## src/rtl/pm_fault_sequencer_if.sv

```systemverilog
// pm_fault_sequencer_if: power-monitor inputs and sequencer status outputs.
// The master drives the monitor inputs; the slave (the sequencer) drives status.
interface pm_fault_sequencer_if;
    logic        fault;
    logic        warn;
    logic        eoc;
    logic [31:0] pgood_bus;
    logic        clr_status;
    logic [31:0] pg_stable;
    logic [31:0] pg_lost;
    logic [1:0]  state;
    logic        shutdown;
    logic        irq;
    logic [7:0]  eoc_count;

    modport master (
        output fault, warn, eoc, pgood_bus, clr_status,
        input  pg_stable, pg_lost, state, shutdown, irq, eoc_count
    );

    modport slave (
        input  fault, warn, eoc, pgood_bus, clr_status,
        output pg_stable, pg_lost, state, shutdown, irq, eoc_count
    );
endinterface

```

## src/rtl/pm_fault_sequencer.sv

```systemverilog
// pm_fault_sequencer: debounced power-good monitor driving an INIT/RUN/WARN/SHUTDOWN sequencer.
// Define PM_FAULT_SEQUENCER_EOC_CNT_EN to enable the EOC event counter and its interrupt source.
module pm_fault_sequencer #(
    parameter int NumConverters  = 1,
    parameter int DebounceCycles = 4
) (
    input logic                 clock,
    input logic                 reset_n,
    pm_fault_sequencer_if.slave bus
);
    typedef enum logic [1:0] {
        INIT     = 2'b00,
        RUN      = 2'b01,
        WARN     = 2'b10,
        SHUTDOWN = 2'b11
    } state_e;

    localparam logic [31:0] Mask = 32'hFFFF_FFFF >> (32 - NumConverters);

    state_e      state_q, state_d;
    logic [31:0] stable_q, stable_prev_q, lost_q;
    logic [7:0]  cnt_q [NumConverters];
    logic [7:0]  eoc_q;
    logic        shutdown_q, irq_q, irq_set, eoc_set;
    logic        any_lost, all_good, active;

    assign any_lost = |lost_q;
    assign all_good = &(stable_q | ~Mask);
    assign active   = (state_q == RUN) || (state_q == WARN);

    // Bits at or above NumConverters are never written and stay at their reset value of 0.
    always_ff @(posedge clock or negedge reset_n) begin
        if (!reset_n) begin
            stable_q <= '0;
            for (int i = 0; i < NumConverters; i++) cnt_q[i] <= '0;
        end else begin
            for (int i = 0; i < NumConverters; i++) begin
                if (bus.pgood_bus[i] == stable_q[i]) begin
                    cnt_q[i] <= '0;
                end else if (cnt_q[i] == 8'(DebounceCycles - 1)) begin
                    stable_q[i] <= bus.pgood_bus[i];
                    cnt_q[i]    <= '0;
                end else begin
                    cnt_q[i] <= cnt_q[i] + 8'd1;
                end
            end
        end
    end

    // A fall is seen one cycle after pg_stable drops, so losses land the cycle after the drop.
    always_ff @(posedge clock or negedge reset_n) begin
        if (!reset_n) begin
            stable_prev_q <= '0;
            lost_q        <= '0;
        end else begin
            stable_prev_q <= stable_q;
            lost_q        <= (bus.clr_status ? '0 : lost_q) | (active ? (stable_prev_q & ~stable_q) : '0);
        end
    end

    always_comb begin
        state_d = state_q;
        case (state_q)
            INIT:     state_d = bus.fault ? SHUTDOWN : all_good ? RUN : INIT;
            RUN:      state_d = (bus.fault || any_lost) ? SHUTDOWN : bus.warn ? WARN : RUN;
            WARN:     state_d = (bus.fault || any_lost) ? SHUTDOWN : !bus.warn ? RUN : WARN;
            SHUTDOWN: state_d = (bus.clr_status && !bus.fault) ? INIT : SHUTDOWN;
            default:  state_d = INIT;
        endcase
        irq_set = (state_d != state_q) && ((state_d == WARN) || (state_d == SHUTDOWN));
    end

    always_ff @(posedge clock or negedge reset_n) begin
        if (!reset_n) begin
            state_q    <= INIT;
            shutdown_q <= 1'b0;
            irq_q      <= 1'b0;
        end else begin
            state_q    <= state_d;
            shutdown_q <= state_d == SHUTDOWN;
            irq_q      <= irq_set | eoc_set | (irq_q & ~bus.clr_status);
        end
    end

`ifdef PM_FAULT_SEQUENCER_EOC_CNT_EN
    assign eoc_set = bus.eoc;

    always_ff @(posedge clock or negedge reset_n) begin
        if (!reset_n) eoc_q <= '0;
        else eoc_q <= bus.clr_status ? {7'd0, bus.eoc} : eoc_q + {7'd0, bus.eoc};
    end
`else
    logic eoc_unused;
    assign eoc_unused = bus.eoc;
    assign eoc_set    = 1'b0;
    assign eoc_q      = '0;
`endif

    assign bus.pg_stable = stable_q;
    assign bus.pg_lost   = lost_q;
    assign bus.state     = state_q;
    assign bus.shutdown  = shutdown_q;
    assign bus.irq       = irq_q;
    assign bus.eoc_count = eoc_q;
endmodule

```

## src/flat_wrapper.sv

```systemverilog
// flat-port wrapper written by rule: the top's interface ports become plain ports
module pm_fault_sequencer_flat 
#(
    parameter int NumConverters  = 1,
    parameter int DebounceCycles = 4
)
  (clock, reset_n, bus_fault, bus_warn, bus_eoc, bus_pgood_bus, bus_clr_status, bus_pg_stable, bus_pg_lost, bus_state, bus_shutdown, bus_irq, bus_eoc_count);
  pm_fault_sequencer_if bus_i ();
  input logic clock;
  input logic reset_n;
  input wire logic [$bits(bus_i.fault)-1:0] bus_fault;
  input wire logic [$bits(bus_i.warn)-1:0] bus_warn;
  input wire logic [$bits(bus_i.eoc)-1:0] bus_eoc;
  input wire logic [$bits(bus_i.pgood_bus)-1:0] bus_pgood_bus;
  input wire logic [$bits(bus_i.clr_status)-1:0] bus_clr_status;
  output wire logic [$bits(bus_i.pg_stable)-1:0] bus_pg_stable;
  output wire logic [$bits(bus_i.pg_lost)-1:0] bus_pg_lost;
  output wire logic [$bits(bus_i.state)-1:0] bus_state;
  output wire logic [$bits(bus_i.shutdown)-1:0] bus_shutdown;
  output wire logic [$bits(bus_i.irq)-1:0] bus_irq;
  output wire logic [$bits(bus_i.eoc_count)-1:0] bus_eoc_count;
  assign bus_i.fault = bus_fault;
  assign bus_i.warn = bus_warn;
  assign bus_i.eoc = bus_eoc;
  assign bus_i.pgood_bus = bus_pgood_bus;
  assign bus_i.clr_status = bus_clr_status;
  assign bus_pg_stable = bus_i.pg_stable;
  assign bus_pg_lost = bus_i.pg_lost;
  assign bus_state = bus_i.state;
  assign bus_shutdown = bus_i.shutdown;
  assign bus_irq = bus_i.irq;
  assign bus_eoc_count = bus_i.eoc_count;
  pm_fault_sequencer #(.NumConverters(NumConverters), .DebounceCycles(DebounceCycles)) u_core (.clock(clock), .reset_n(reset_n), .bus(bus_i));
endmodule
```

## config.mk

```make
export PLATFORM = sky130hd
export DESIGN_NAME = pm_fault_sequencer_flat
export DESIGN_NICKNAME = d
export VERILOG_FILES = /design/src/rtl/pm_fault_sequencer_if.sv /design/src/rtl/pm_fault_sequencer.sv /design/src/flat_wrapper.sv
export SDC_FILE = /design/constraint.sdc
export NUM_CORES = 1
export LEC_CHECK = 0
export CAP_MARGIN = 20
export CELL_PAD_IN_SITES_DETAIL_PLACEMENT = 1
export CELL_PAD_IN_SITES_GLOBAL_PLACEMENT = 1
export CORE_UTILIZATION = 19
export DETAILED_ROUTE_END_ITERATION = 7
export MAX_ROUTING_LAYER = met4
export PLACE_DENSITY_LB_ADDON = 0.25
export SYNTH_ARGS = -nofsm -noshare
export SYNTH_HDL_FRONTEND = slang
export SYNTH_SLANG_ARGS = --single-unit
```

## constraint.sdc

```tcl
create_clock -name clock -period 1.6 [get_ports clock]
set_input_delay 0.4 -clock clock [delete_from_list [all_inputs] [get_ports clock]]
set_output_delay 0.4 -clock clock [all_outputs]
set_load 0.1 [all_outputs]
```

# --- Word-level counts from Yosys, hierarchy flattened ---
# Index checks and enable logic that the tools add are counted.
totals:
  wordCells: 43
  n_memories: 0
  latchBits: 0
  reg_bits: 77
  rom_bits: 0
  ramBits: 0
classes:
  div: 0
  multipliers: 0
  reduce_logical: 10
  n_eq_ne: 8
  bitwise: 7
  muxes: 10
  addsub: 1
  order_cmp: 0
  n_shift: 0
ops:
  columns: ["op", "count"]
  rows:
  - ["32-bit 2-to-1 mux", 2]
  - ["32-bit bitwise AND", 1]
  - ["32-bit inverter", 1]
  - ["32-bit OR", 1]
  - ["32-bit OR reduction", 1]
  - ["8-bit 2-to-1 mux", 2]
  - ["8-bit by 1-bit adder with 8-bit output, second input constant", 1]
  - ["2-bit equality test, second input constant", 4]
  - ["8-bit by 2-bit equality test with 1-bit output, second input constant", 1]
  - ["2-bit 2-to-1 mux", 4]
  - ["2-bit one-hot mux with 3 select lines", 1]
  - ["1-bit logical OR", 3]
  - ["2-bit by 1-bit equality test with 1-bit output, second input constant", 1]
  - ["1-bit logical AND", 2]
  - ["2-bit zero test", 1]
  - ["2-bit inequality test", 1]
  - ["1-bit inverter", 2]
  - ["2-bit AND reduction", 1]
  - ["2-bit OR reduction", 1]
  - ["1-bit bitwise AND", 1]
  - ["1-bit equality test", 1]
  - ["1-bit zero test", 1]
  - ["1-bit 2-to-1 mux", 1]
  - ["1-bit OR", 1]

# --- Depth between registers and ports, before layout ---
depth:
  depth_word: 8
  depth_mapped: 6
  ltp_nobuf: 6

# --- Least setup slack after synthesis ---
# OpenSTA, ideal clock, no wires.
synth_path:
  path_type: "register to register"
  from: "register u_core.state_q[1] (netlist: u_core.bus.state[1])"
  to: "register u_core.irq_q (netlist: u_core.bus.irq)"
  setup_slack_ps: -694
  required_ps: 1519
  arrival_ps: 2213
  synth_period_minus_slack_ps: 2294
  path_buffers: 0
  stages_incl_launch_ff: 7
  setup_time_ps: 81
  path_cell_list: "dfrtp_1 inv_1 ha_1 mux2i_1 o2bb2ai_2 or4b_1 o211ai_2"
synth_between:
  elab_chain_len: 7
  elab_cells_between_ends: 12
  cone_classes: "eq/ne (6); mux (1); bitwise (1); reduce/logical (4)"
synth_rtl:
  columns: ["element", "line", "rtl"]
  rows:
  - ["start, declared", "pm_fault_sequencer.sv:20", "state_e state_q, state_d;"]
  - ["start signal, assigned", "pm_fault_sequencer.sv:79", "state_q <= state_d;"]
  - ["2-bit equality test / 2-bit by 1-bit equality test with 1-bit output (equally long branches)", "pm_fault_sequencer.sv:63", "case (state_q)"]
  - ["2-bit OR reduction (no source line)", null, null]
  - ["2-bit one-hot mux with 3 select lines (*)", "pm_fault_sequencer.sv:63", null]
  - ["via u_core.state_d[1]", "pm_fault_sequencer.sv:20", null]
  - ["2-bit equality test", "pm_fault_sequencer.sv:70", "irq_set = (state_d != state_q) && ((state_d == WARN) || (state_d == SHUTDOWN));"]
  - ["1-bit logical OR", "pm_fault_sequencer.sv:70", null]
  - ["1-bit logical AND (*)", "pm_fault_sequencer.sv:70", null]
  - ["1-bit OR (*)", "pm_fault_sequencer.sv:81", "irq_q <= irq_set | eoc_set | (irq_q & ~bus.clr_status);"]
  - ["end signal, assigned", "pm_fault_sequencer.sv:81", null]
  - ["end, declared", "pm_fault_sequencer.sv:24", "logic shutdown_q, irq_q, irq_set, eoc_set;"]
# Mark *: on every way through the listed nets, which the timed path passes. The rest lies on a longest branch.
# A chain may end at the register's enable or synchronous reset.

# --- Worst setup path after layout ---
layout_path:
  from: "register u_core.state_q[1] (netlist: u_core.bus.state[1])"
  to: "register u_core.irq_q (netlist: u_core.bus.irq)"
layout_between:
  elab_chain_len: 7
  elab_cells_between_ends: 12
  cone_classes: "eq/ne (6); mux (1); bitwise (1); reduce/logical (4)"
layout_rtl:
  columns: ["element", "line"]
  rows:
  - ["2-bit equality test / 2-bit by 1-bit equality test with 1-bit output (equally long branches)", "pm_fault_sequencer.sv:63"]
  - ["2-bit OR reduction (no source line)", null]
  - ["2-bit one-hot mux with 3 select lines", "pm_fault_sequencer.sv:63"]
  - ["2-bit equality test", "pm_fault_sequencer.sv:70"]
  - ["1-bit logical OR", "pm_fault_sequencer.sv:70"]
  - ["1-bit logical AND (*)", "pm_fault_sequencer.sv:70"]
  - ["1-bit OR (*)", "pm_fault_sequencer.sv:81"]
# Every way passes the cells marked *; elsewhere a longest branch is shown, timed or not.

==> run summary <==
status = completed
Residual DRC = 0
# clock sinks = 15
R2R setup slack = 0.01 ns
crit start category = flip-flop
critical path class = flip-flop to flip-flop
P_int = 1440 uW
layout cells sized above 1 = 20.9%
r2r endpoint = u_core.bus.irq
met2 GRT Util = 8.35%
CTS Buffer Depth = 2
chip height = 83.7 um
ant diodes = 0
Port Buffers = 11
Flop pwr share = 18.7%
Min-Delay Path Class = input pin to asynchronous set/reset pin
Yosys cell types = 27
fin crit share = 99.4%
number of global-route vias before repair = 658
area growth from synthesis to layout = 13.8%
routed wire length = 1940 um
1st-pass router iterations = 4
global route hottest layer = met2
largest stage delay on the critical path = 0.52 ns
slack of the critical path = 0.0101 ns
IR Drop Worst-Case VDD = 1.20 mV
first-pass GRT wire length = 3100 um
die area = 7010 um^2
Tot Pwr = 3370 uW
Hold Vio Cnt, Final = 0
layout net count = 205
Final Critical Period = 1.59 ns
Sw Share = 57.4%
Die Span X = 83.7 um
Initial Utilization = 19.9%
Core Util, Final = 22.6%
fillcell total = 767
clock-pin slew on the worst setup and hold paths = 0.06 ns
worst hold slack = 0.473 ns
largest net degree at the start of global routing = 16
unrepaired setup endpoints after global routing = yes
DRT iter0 DRCs = 24
Post-Synthesis Cells = 138
IO Pins = 114
most common cell after layout, fill and taps aside = conb_1
Max Clock Skew = 0.00101 ns
clock root cell = clkbuf_8
reg2reg start = u_core.bus.state[1]
Mapped Area = 1270 um^2
CTS tree = yes
worst-path fanout max = 3
Max Fclk = 629 MHz
GRT Total Usage = 5.79%
via/cell ratio = 3.11
initial antenna violation count = 0
slowest stage cell, crit path = or4b_1
yosys warns = 31
Rows = 29
GRT overflow = 0
Detailed Place HPWL = 1560 um
Via Count = 747
Seq/Total Area, Yosys = 29.6%
M1 GR Usage = 7.23%
Clk Latency, worst-skew pair = 0.24 ns
Register Area = 383 um^2
WP data required = 1.77 ns
grt met3 use = 1.09%
crit path DAT = 1.76 ns
crit end category = flip-flop
hold buffers post-CTS = 0
Clock power frac = 9.1%
flip-flop and latch count after synthesis = 15
RD Place Congestion = 0.711
H-Tree Depth = 1
Pleak = 0.000741 uW
worst-path cell chain = inv_4, ha_4, buf_4, nor3b_4, or4b_1, o211ai_2
Max Cap Violations = 0
Worst Reg-to-Reg Cells = 6
number of CTS-inserted buffers = 3
Final Slew Violations = 0
area taken by multi-input logic gates = 642 um^2
Final setup viols = 0
Post-DRT Antenna Nets = 0
Switch Pwr = 1940 uW
Avg Cell Area, Syn = 9.19 um^2
Place WS = -0.414 ns
core area = 6390 um^2
pwr/cell area = 2340 nW/um^2
commonest cells after routing, fill and taps aside = conb_1, buf_4, dfrtp_1
Gate power share = 72.2%
Wirelength per Cell = 8.08 um
[how the worst max path moves through the flow]
| stage | startpoint | to | slack [ns] | depth (start not counted) |
|---|---|---|---|---|
| 2_1_floorplan | u_core.bus.state[0] | u_core.bus.irq | -0.21 | 6 |
| 3_3_place_gp | bus_warn | u_core.bus.irq | -0.42 | 5 |
| 3_5_place_dp | bus_fault | u_core.bus.irq | -0.41 | 5 |
| 4_1_cts | u_core.bus.state[1] | u_core.bus.irq | -0.005 | 6 |
| 5_1_grt | u_core.bus.state[1] | u_core.bus.irq | -0.04 | 6 |
| 6_report | u_core.bus.state[1] | u_core.bus.irq | 0.01 | 6 |
[kinds of logic (layout without fill, tap and decap cells)]
logic type,count (synthesis),in the layout,share of synthesized area [%]
multiplexers,2,2,1.68
AND/OR/NAND/NOR,29,29,12.3
buffers and inverters,75,31,43.5
flip-flops,15,15,29.6
XOR/XNOR,7,7,4.83
adder cells (fa/ha/maj),3,3,2.96
other,1,70,0.296
AO/OA/AOI/OAI,6,6,4.83
[per-stage QoR]
stage / cell area [um^2] / TNS, ns / instances
final: 1440 / 0 / 240
after global routing: 1440 / -0.0367 / 240
after CTS: 1430 / -0.00510 / 240
after detailed placement: 1370 / -1.02 / 235
after global placement: 1370 / -1.04 / 235
after floorplan: 1550 / -0.209 / 207
[critical path, delay by kind of cell, from the launching register on]
kind / cells / cell delay, ns
AO/OA/AOI/OAI: 1 / 0.08
buffers and inverters: 2 / 0.18
AND/OR/NAND/NOR: 2 / 0.67
adder cells (fa/ha/maj): 1 / 0.16
flip-flops: 1 / 0.42
[final cells by class]
cell class	count	share of cell area (%)
clock buffer	4	3.12
inverter	3	0.953
multi-input combinational	117	44.5
sequential	15	26.5
tap	77	6.67
timing repair buffer	24	18.3
[timing repair]
item / CTS / global route
resized for setup: 6 / 2
buffers inserted: 1 / 0
endpoints found under the setup margin: 3 / 1
hold endpoints to repair: 0 / 0
pin swaps: 4 / 2
cloned: 0 / 0
[state kept, by name, summed over array words and instances (netlist names)]
| register | cells |
|---|---|
| u_core.bus.shutdown | 1 |
| u_core.all_good | 1 |
| u_core.cnt_q | 8 |
| u_core.bus.pg_lost | 1 |
| u_core.stable_prev_q | 1 |
| u_core.bus.irq | 1 |
| u_core.bus.state | 2 |
[routing by layer]
metal  share of wire (%)  up-vias
met1                  44      350
met4                 1.8        0
met2                  46       43
met5                   0        -
met3                 8.1        2
li1                    -      352
[power by group through the flow]
stage                     Combinational, uW  Clock [uW]  Sequential, uW
after global routing                   2570         336             650
after global placement                 2340           0             636
after detailed placement               2340           0             635
after CTS                              2450         322             628
after floorplan                        1490           0             979
final                                  2430         307             631
[cells in the mapped netlist (all sizes together)]
cell | number | area share (%)
ha | 3 | 3.0
mux2i | 1 | 0.79
and2b | 1 | 0.69
or2b | 1 | 0.59
or4b | 1 | 0.79
conb | 1 | 0.30
a21oi | 1 | 0.39
o211ai | 1 | 0.99
nor4b | 1 | 0.69
a221oi | 1 | 1.2
o2bb2ai | 1 | 1.2
o21bai | 1 | 0.59
inv | 3 | 0.89
xnor2 | 1 | 0.69
xor2 | 6 | 4.1
or3b | 1 | 0.69
nor3b | 1 | 0.59
and3 | 3 | 1.5
nand3 | 5 | 2.0
nor2b | 1 | 0.49
o22ai | 1 | 0.49
mux2 | 1 | 0.89
buf | 72 | 43
dfrtp | 15 | 30
nor2 | 8 | 2.4
nand2 | 4 | 1.2
nor3 | 2 | 0.79
(Power assumes the default switching activity.)
